==> config.mk <==
export PLATFORM = sky130hd
export DESIGN_NAME = pipe_stage_latch
export DESIGN_NICKNAME = d
export VERILOG_FILES = /design/src/rtl/pipe_pkg.sv /design/src/rtl/pipe_payload_reg.sv /design/src/rtl/pipe_stage_latch.sv
export SDC_FILE = /design/constraint.sdc
export NUM_CORES = 1
export LEC_CHECK = 0
export ABC_AREA = 1
export CORE_ASPECT_RATIO = 1.4
export CORE_UTILIZATION = 43
export CTS_CLUSTER_SIZE = 40
export DETAILED_ROUTE_END_ITERATION = 16
export PLACE_DENSITY_LB_ADDON = 0.1
export SLEW_MARGIN = 0
export SYNTH_ARGS = -nofsm -noshare
export SYNTH_HDL_FRONTEND = slang
export SYNTH_SLANG_ARGS = --single-unit
==> constraint.sdc <==
create_clock -name clock -period 12.91 [get_ports clock]
set_clock_uncertainty 0.1 [all_clocks]
set_input_delay 1.9365 -clock clock [delete_from_list [all_inputs] [get_ports clock]]
set_output_delay 1.9365 -clock clock [all_outputs]
set_load 0.05 [all_outputs]
==> src/rtl/pipe_pkg.sv <==
// Shared definitions for the inter-stage pipeline latches: latch states,
// the bubble control word and default field widths.
package pipe_pkg;

  localparam int DEFAULT_CTRL_W = 14;
  localparam int DEFAULT_RD_W   = 5;

  // A bubble is an all-zero control bundle so downstream stages do nothing.
  localparam logic [DEFAULT_CTRL_W-1:0] BUBBLE_CTRL = '0;

  typedef enum logic [1:0] {
    STATE_EMPTY = 2'd0,
    STATE_MAIN  = 2'd1,
    STATE_FULL  = 2'd2
  } state_t;

endpackage

==> src/rtl/pipe_payload_reg.sv <==
// W-bit payload register with load enable and synchronous clear; the clear
// value doubles as the asynchronous reset value.
module pipe_payload_reg #(
  parameter int             W       = 1,
  parameter logic [W-1:0]   CLR_VAL = '0
) (
  input  logic         clock,
  input  logic         reset,
  input  logic         i_en,
  input  logic         i_clr,
  input  logic [W-1:0] i_d,
  output logic [W-1:0] o_q
);

  logic [W-1:0] r_q;

  // Clear has priority so a squash can never be overridden by a load.
  always_ff @(posedge clock or posedge reset) begin
    if (reset) begin
      r_q <= CLR_VAL;
    end else if (i_clr) begin
      r_q <= CLR_VAL;
    end else if (i_en) begin
      r_q <= i_d;
    end
  end

  assign o_q = r_q;

endmodule

==> src/rtl/pipe_stage_latch.sv <==
// Inter-stage pipeline latch with valid/ready handshake, flush-to-bubble and
// an optional one-entry skid buffer that keeps in_ready registered.
module pipe_stage_latch
  import pipe_pkg::*;
#(
  parameter int WORD_W    = 32,
  parameter int NUM_WORDS = 4,
  parameter int CTRL_W    = DEFAULT_CTRL_W,
  parameter int RD_W      = DEFAULT_RD_W,
  parameter bit SKID_EN   = 1'b1
) (
  input  logic                        clock,
  input  logic                        reset,
  input  logic                        flush,
  input  logic                        in_valid,
  output logic                        in_ready,
  input  logic [NUM_WORDS*WORD_W-1:0] in_words,
  input  logic [CTRL_W-1:0]           in_ctrl_signals,
  input  logic [RD_W-1:0]             in_rd,
  input  logic                        in_branch_taken,
  output logic                        out_valid,
  input  logic                        out_ready,
  output logic [NUM_WORDS*WORD_W-1:0] out_words,
  output logic [CTRL_W-1:0]           out_ctrl_signals,
  output logic [RD_W-1:0]             out_rd,
  output logic                        out_branch_taken
);

  localparam int DATA_W = NUM_WORDS * WORD_W;
  localparam int PAY_W  = DATA_W + CTRL_W + RD_W + 1;
  localparam logic [PAY_W-1:0] BUBBLE_PAYLOAD =
    {1'b0, {RD_W{1'b0}}, CTRL_W'(BUBBLE_CTRL), {DATA_W{1'b0}}};

  state_t r_state;
  state_t w_nextState;

  logic             w_inFire;
  logic             w_outFire;
  logic             w_outValid;
  logic             w_mainLoad;
  logic             w_mainClear;
  logic             w_skidLoad;
  logic             w_skidClear;
  logic [PAY_W-1:0] w_inPayload;
  logic [PAY_W-1:0] w_mainD;
  logic [PAY_W-1:0] w_mainQ;
  logic [PAY_W-1:0] w_skidQ;

  assign w_inPayload = {in_branch_taken, in_rd, in_ctrl_signals, in_words};
  assign w_inFire    = in_valid & in_ready;
  assign w_outFire   = w_outValid & out_ready;

  always_ff @(posedge clock or posedge reset) begin
    if (reset) begin
      r_state <= STATE_EMPTY;
    end else begin
      r_state <= w_nextState;
    end
  end

  // Without the skid buffer in_ready already blocks a fire while stalled,
  // so the FULL transition is only ever taken when SKID_EN is set.
  always_comb begin
    w_nextState = r_state;
    if (flush) begin
      w_nextState = STATE_EMPTY;
    end else begin
      case (r_state)
        STATE_EMPTY: if (w_inFire) w_nextState = STATE_MAIN;
        STATE_MAIN: begin
          if (w_inFire && !w_outFire) begin
            w_nextState = SKID_EN ? STATE_FULL : STATE_MAIN;
          end else if (!w_inFire && w_outFire) begin
            w_nextState = STATE_EMPTY;
          end
        end
        STATE_FULL:  if (w_outFire) w_nextState = STATE_MAIN;
        default:     w_nextState = STATE_EMPTY;
      endcase
    end
  end

  always_comb begin
    w_outValid  = (r_state != STATE_EMPTY);
    w_mainLoad  = 1'b0;
    w_mainClear = flush;
    w_skidLoad  = 1'b0;
    w_skidClear = flush;
    w_mainD     = w_inPayload;
    case (r_state)
      STATE_EMPTY: w_mainLoad = w_inFire;
      STATE_MAIN: begin
        w_mainLoad  = w_inFire & w_outFire;
        w_skidLoad  = w_inFire & ~w_outFire;
        w_mainClear = flush | (~w_inFire & w_outFire);
      end
      STATE_FULL: begin
        w_mainD     = w_skidQ;
        w_mainLoad  = w_outFire;
        w_skidClear = flush | w_outFire;
      end
      default: w_mainClear = 1'b1;
    endcase
  end

  pipe_payload_reg #(
    .W       (PAY_W),
    .CLR_VAL (BUBBLE_PAYLOAD)
  ) u_main (
    .clock (clock),
    .reset (reset),
    .i_en  (w_mainLoad),
    .i_clr (w_mainClear),
    .i_d   (w_mainD),
    .o_q   (w_mainQ)
  );

  pipe_payload_reg #(
    .W       (PAY_W),
    .CLR_VAL (BUBBLE_PAYLOAD)
  ) u_skid (
    .clock (clock),
    .reset (reset),
    .i_en  (w_skidLoad),
    .i_clr (w_skidClear),
    .i_d   (w_inPayload),
    .o_q   (w_skidQ)
  );

  // The registered form breaks the out_ready -> in_ready combinational path.
  if (SKID_EN) begin : g_skidReady
    logic r_inReady;
    always_ff @(posedge clock or posedge reset) begin
      if (reset) begin
        r_inReady <= 1'b0;
      end else begin
        r_inReady <= (w_nextState != STATE_FULL);
      end
    end
    assign in_ready = r_inReady;
  end else begin : g_plainReady
    assign in_ready = ~reset & (out_ready | ~w_outValid);
  end

  assign out_valid = w_outValid;
  assign {out_branch_taken, out_rd, out_ctrl_signals, out_words} = w_mainQ;

endmodule
# Yosys cells after proc, flatten, opt, wreduce, memory -nomap -nowiden
# Index checks and enable logic that the tools add are counted.
# totals
wordCells	40
regBits	299
# classes
mux	15
reduce_logical	9
bitwise_logic	9
eq_ne	3
# ops
cell	count
$mux W148	5
$mux W2	5
$pmux W2 S3	1
$reduce_bool A2 Y1	3
$and A1 B1 Y1	5
$pmux W1 S3	1
$eq A2 B1 Y1 const B	1
$eq A2 B2 Y1 const B	1
$logic_and A1 B1 Y1	2
$logic_not A1 Y1	2
$logic_not A2 Y1	1
$mux W1	2
$ne A2 B2 Y1 const B	1
$not A1 Y1	2
$or A1 B1 Y1	2
$pmux W1 S2	1
$reduce_or A2 Y1	1

# Depth between registers and ports, before layout
# logic_depth
ltp_word	8
ltp_mapped	9
ltp_nobuf	7

# Modules after synthesis
# A second synthesis with hierarchy kept.
# hier_totals
hier_cells	1791
hier_area_um2	13818.3
# by_module_without_submodules
module	n_inst	area_each_um2	seq_area_each_um2	cells_per_inst
pipe_payload_reg	2	5901.9	3703.6	644
pipe_stage_latch	1	2014.4	75.1	503

# Worst setup path before layout
# Ideal clock, no wire load.
# synth_path
path_kind	input to register
from	in in_valid
to	reg u_skid.r_q[0], in the netlist u_skid.o_q[0]
stages	7
arrival_ns	2.826
required_ns	12.694
setup_slack_ns	9.868
n_path_buf	2
path_cell_list	nand2_1 -> nor3_2 -> nor2_1 -> buf_2 -> buf_2 -> nand2_1 -> nand2_1
# synth_via
elab_chain_len	4
# synth_rtl
element	line	rtl
start: declaration	pipe_stage_latch.sv:15	input logic in_valid,
$and A1 B1 Y1	pipe_stage_latch.sv:50	assign w_inFire = in_valid & in_ready;
$and A1 B1 Y1	pipe_stage_latch.sv:94	w_skidLoad = w_inFire & ~w_outFire;
$mux W1	pipe_stage_latch.sv:90	case (r_state)
$reduce_bool A2 Y1 (no source line)	n/a	
end signal: assignment	pipe_payload_reg.sv:24	r_q <= i_d;
end: declaration	pipe_payload_reg.sv:15	logic [W-1:0] r_q;
# Every way passes these cells.
# A chain may end at the register's enable or synchronous reset.

# Worst setup path in the final report
# layout_path
from	in out_ready
to	reg u_skid.r_q[42], in the netlist u_skid.o_q[42]
# layout_via
elab_chain_len	5
elab_cells_between_ends	8
cone_classes	3 x mux; 4 x bitwise; 1 x reduce/logical
# layout_rtl
element	line	rtl
start: declaration	pipe_stage_latch.sv:22	input logic out_ready,
$and A1 B1 Y1 (*)	pipe_stage_latch.sv:51	assign w_outFire = w_outValid & out_ready;
$not A1 Y1	pipe_stage_latch.sv:94	
$and A1 B1 Y1	pipe_stage_latch.sv:94	
$mux W1	pipe_stage_latch.sv:90	
$reduce_bool A2 Y1 (no source line)	n/a	
# Mark *: on every way between the ends. The rest lies on a longest branch, timed or not.

==> flow_metrics.py <==
metrics = {
    "outcome": {
        "status": "finished clean",
    },
    "sta": {
        "slew_viol_final": 0,
        "tightest_slew_ns": 1.14,
        "relSlewSlack_pct": 23.7,
        "finalHoldViolCount": 0,
        "clock.fmax_ghz": 0.193,
        "holdWs_ns": 0.369,
        "grt_setup_unrepaired": "no",
        "fin_crit_sh_pct": 40.1,
        "final-setup-viol-count": 0,
        "setup_tns_ns": 0,
        "final.setup.worst_slack_ns": 7.73,
        "fin_crit_ns": 5.18,
    },
    "final_layout": {
        "drive_above_1_share_pct": 3.63,
        "nFillCells": 2989,
        "nNetsFinal": 2168,
        "postLayoutCellArea_um2": 17800,
        "syn_to_final_growth_pct": 28.9,
    },
    "drt": {
        "postRouteAntennaNets": 0,
        "drc": 0,
        "dr.pass1.iters": 7,
        "wl_per_cell_um": 16.7,
        "routed_wl_um": 40800,
        "drt_iter0_drc": 1043,
        "vias": 12705,
        "via_per_inst": 5.21,
    },
    "min_path": {
        "hold_path_class": "reg2reg",
        "whs_endpoint": "u_skid.o_q[141]",
        "hold_start": "u_skid.o_q[141]",
        "hold_path_depth": 2,
    },
    "clocking": {
        "clk_pin_slew_ns": 0.06,
        "cts_buffers": 30,
        "cts_tree": "built",
        "root_buffer": "clkbuf_16",
        "cts_buffer_depth": 3,
        "cts.sinks": 299,
        "h-tree-depth": 1,
        "cts_resized": 0,
        "worstSkewPairLatency_ns": 0.56,
        "post_cts_buffers": 0,
        "hold_buffers": 0,
    },
    "synth": {
        "synth_top_family_by_area": "simple AND/OR/NAND/NOR gates",
        "synth_most_common_cell": "nand2_1",
        "syn_avg_cell_area_um2": 7.66,
        "synth_top_area_share_pct": 54.0,
        "synthArstFlopShare_pct": 100,
        "ys_seq_area_share_pct": 54.0,
        "ys_top_cells_by_area": "dfrtp_1, nand2_1, nand3_1",
        "synth-simple-area-share_pct": 40.8,
        "synth-xor-area-share_pct": 0,
        "ys_ff_latch": 299,
        "synth_fp_nets": 1962,
        "synthTopCellsByCount": "nand2_1, nand3_1, dfrtp_1, buf_2, clkbuf_1",
        "synth_edf_count": 0,
        "ys.flop_type": "dfrtp_1",
        "muxShareOfSynthArea_pct": 0,
        "synth.distinct_cells": 11,
        "synth-compound-area-share_pct": 0,
        "synth_cells": 1809,
        "netlist_area_um2": 13900,
        "synth_area_leader_cell": "dfrtp_1",
        "synthAdderAreaFrac_pct": 0,
        "ys_warn_count": 0,
    },
    "worst_setup_path": {
        "crit_type": "in2reg",
        "reg2regPathDepth": 8,
        "start_kind": "primary input",
        "rrSetupSlack_ns": 9.22,
        "reg2reg_from": "r_state[0]",
        "critical_path_required_ns": 13.30,
        "endpoint_kind": "register",
        "critPathMaxFanout": 76,
        "rr_endpoint": "u_skid.o_q[42]",
        "arrival_ns": 5.57,
    },
    "run": {
        "max_cap_violations": 0,
    },
    "global_routing": {
        "grt_max_degree": 109,
        "grt_pass1_vias": 11999,
        "grt_util_all_layers_pct": 24.8,
        "grt_overflow": 0,
        "antenna_found_initial": 5,
        "grt_pass1_wl_um": 65800,
    },
    "placed_design": {
        "gp_congestion": 0.783,
        "placedInstanceArea_um2": 16900,
        "pre_cts_slack_ns": 7.15,
        "hpwl_um": 23000,
        "port_buffers": 302,
    },
    "floorplan": {
        "dieWidth_um": 154,
        "die_area_um2": 32900,
        "start_util_pct": 43.8,
        "num_io_pins": 303,
        "coreArea_um2": 31600,
        "core.rowCount": 77,
        "die_h_um": 214,
    },
    "pwr": {
        "powerDensity_nw_per_um2": 129,
        "seqPwrFrac_pct": 43.8,
        "power_switching_mw": 0.687,
        "clockPowerShare_pct": 37.6,
        "swShare_pct": 29.8,
        "p_leak_nw": 9.51,
        "p_int_mw": 1.62,
        "p_comb_share_pct": 18.6,
        "peakVddDrop_mv": 0.0906,
    },
}
[cell usage in the layout, fill, tap and decap left out, types with 3 or more instances in the layout]
| master | Yosys | final |
|---|---|---|
| clkinv_2 | 0 | 9 |
| nor2_4 | 0 | 3 |
| clkbuf_16 | 0 | 31 |
| diode_2 | 0 | 4 |
| clkbuf_1 | 28 | 7 |
| nand2_1 | 904 | 902 |
| clkbuf_8 | 0 | 7 |
| nor2_1 | 5 | 4 |
| buf_4 | 0 | 16 |
| nand3_1 | 444 | 444 |
| dfrtp_1 | 299 | 299 |
| inv_1 | 7 | 6 |
| clkdlybuf4s50_1 | 0 | 302 |
[how the worst max path moves through the flow]
stage | start | to | slack [ns] | cells past startpoint
CTS | out_ready | u_skid.o_q[42] | 7.74 | 10
detailed placement | out_ready | u_skid.o_q[48] | 7.15 | 10
global placement | out_ready | u_skid.o_q[41] | 7.22 | 10
floorplan | reset | in_ready | 2.61 | 1
finish | out_ready | u_skid.o_q[42] | 7.73 | 10
global route | out_ready | u_skid.o_q[45] | 7.43 | 10
[power by group through the flow]
stage / logic (mW) / clock network (mW) / registers (mW)
after floorplan: 0.145 / 0 / 1.14
after global placement: 0.429 / 0 / 1.03
after detailed placement: 0.431 / 0 / 1.03
after CTS: 0.432 / 0.887 / 1.01
after global routing: 0.459 / 0.916 / 1.01
final: 0.428 / 0.867 / 1.01
[sequential cells by signal, summed over array words and instances, names as in the netlist]
| register | flops |
|---|---|
| in_ready | 1 |
| u_skid.o_q | 148 |
| u_main.o_q | 148 |
| r_state | 2 |
[kinds of logic (layout without fill, tap and decap cells)]
| kind of cell | Yosys count | in the layout |
|---|---|---|
| AND/OR/NAND/NOR | 1356 | 1356 |
| other | 0 | 4 |
| buffers and inverters | 154 | 383 |
| flip-flops | 299 | 299 |
[layout make-up]
class	count	area, um^2	area share [%]
Multi-Input combinational cell	1356	5700	31.9
Timing Repair Buffer	318	3140	17.6
Tap cell	395	494	2.77
Inverter	10	50.0	0.280
Antenna cell	4	10.0	0.0561
Clock inverter	10	75.1	0.421
Sequential cell	299	7480	41.9
Clock buffer	45	898	5.03
[through the flow]
step | total power [mW] | util [%] | std cells
2_1_floorplan | 1.28 | - | 1809
3_3_place_gp | 1.45 | 53.4 | 2378
3_5_place_dp | 1.46 | 53.4 | 2378
4_1_cts | 2.33 | 56.5 | 2433
5_1_grt | 2.39 | 56.5 | 2436
6_report | 2.30 | 56.5 | 2437
[routing by layer]
| layer | up-vias | global-route usage (%) | wire length (um) |
|---|---|---|---|
| li1 | 6190 | - | - |
| met1 | 5997 | 34.5 | 17700 |
| met2 | 458 | 39.2 | 19200 |
| met3 | 58 | 4.37 | 2910 |
| met4 | 2 | 8.07 | 967 |
| met5 | - | 0 | 12 |
[critical path: stages]
cell and delay [ns]:
clkdlybuf4s50_1 0.52, inv_1 0.07, nand2_1 0.12, nor3_4 0.04
buf_4 0.37, nor2_4 0.90, buf_4 0.60, buf_4 0.64
nand2_1 0.11, nand2_1 0.09
Power figures use the tool's default switching activity.
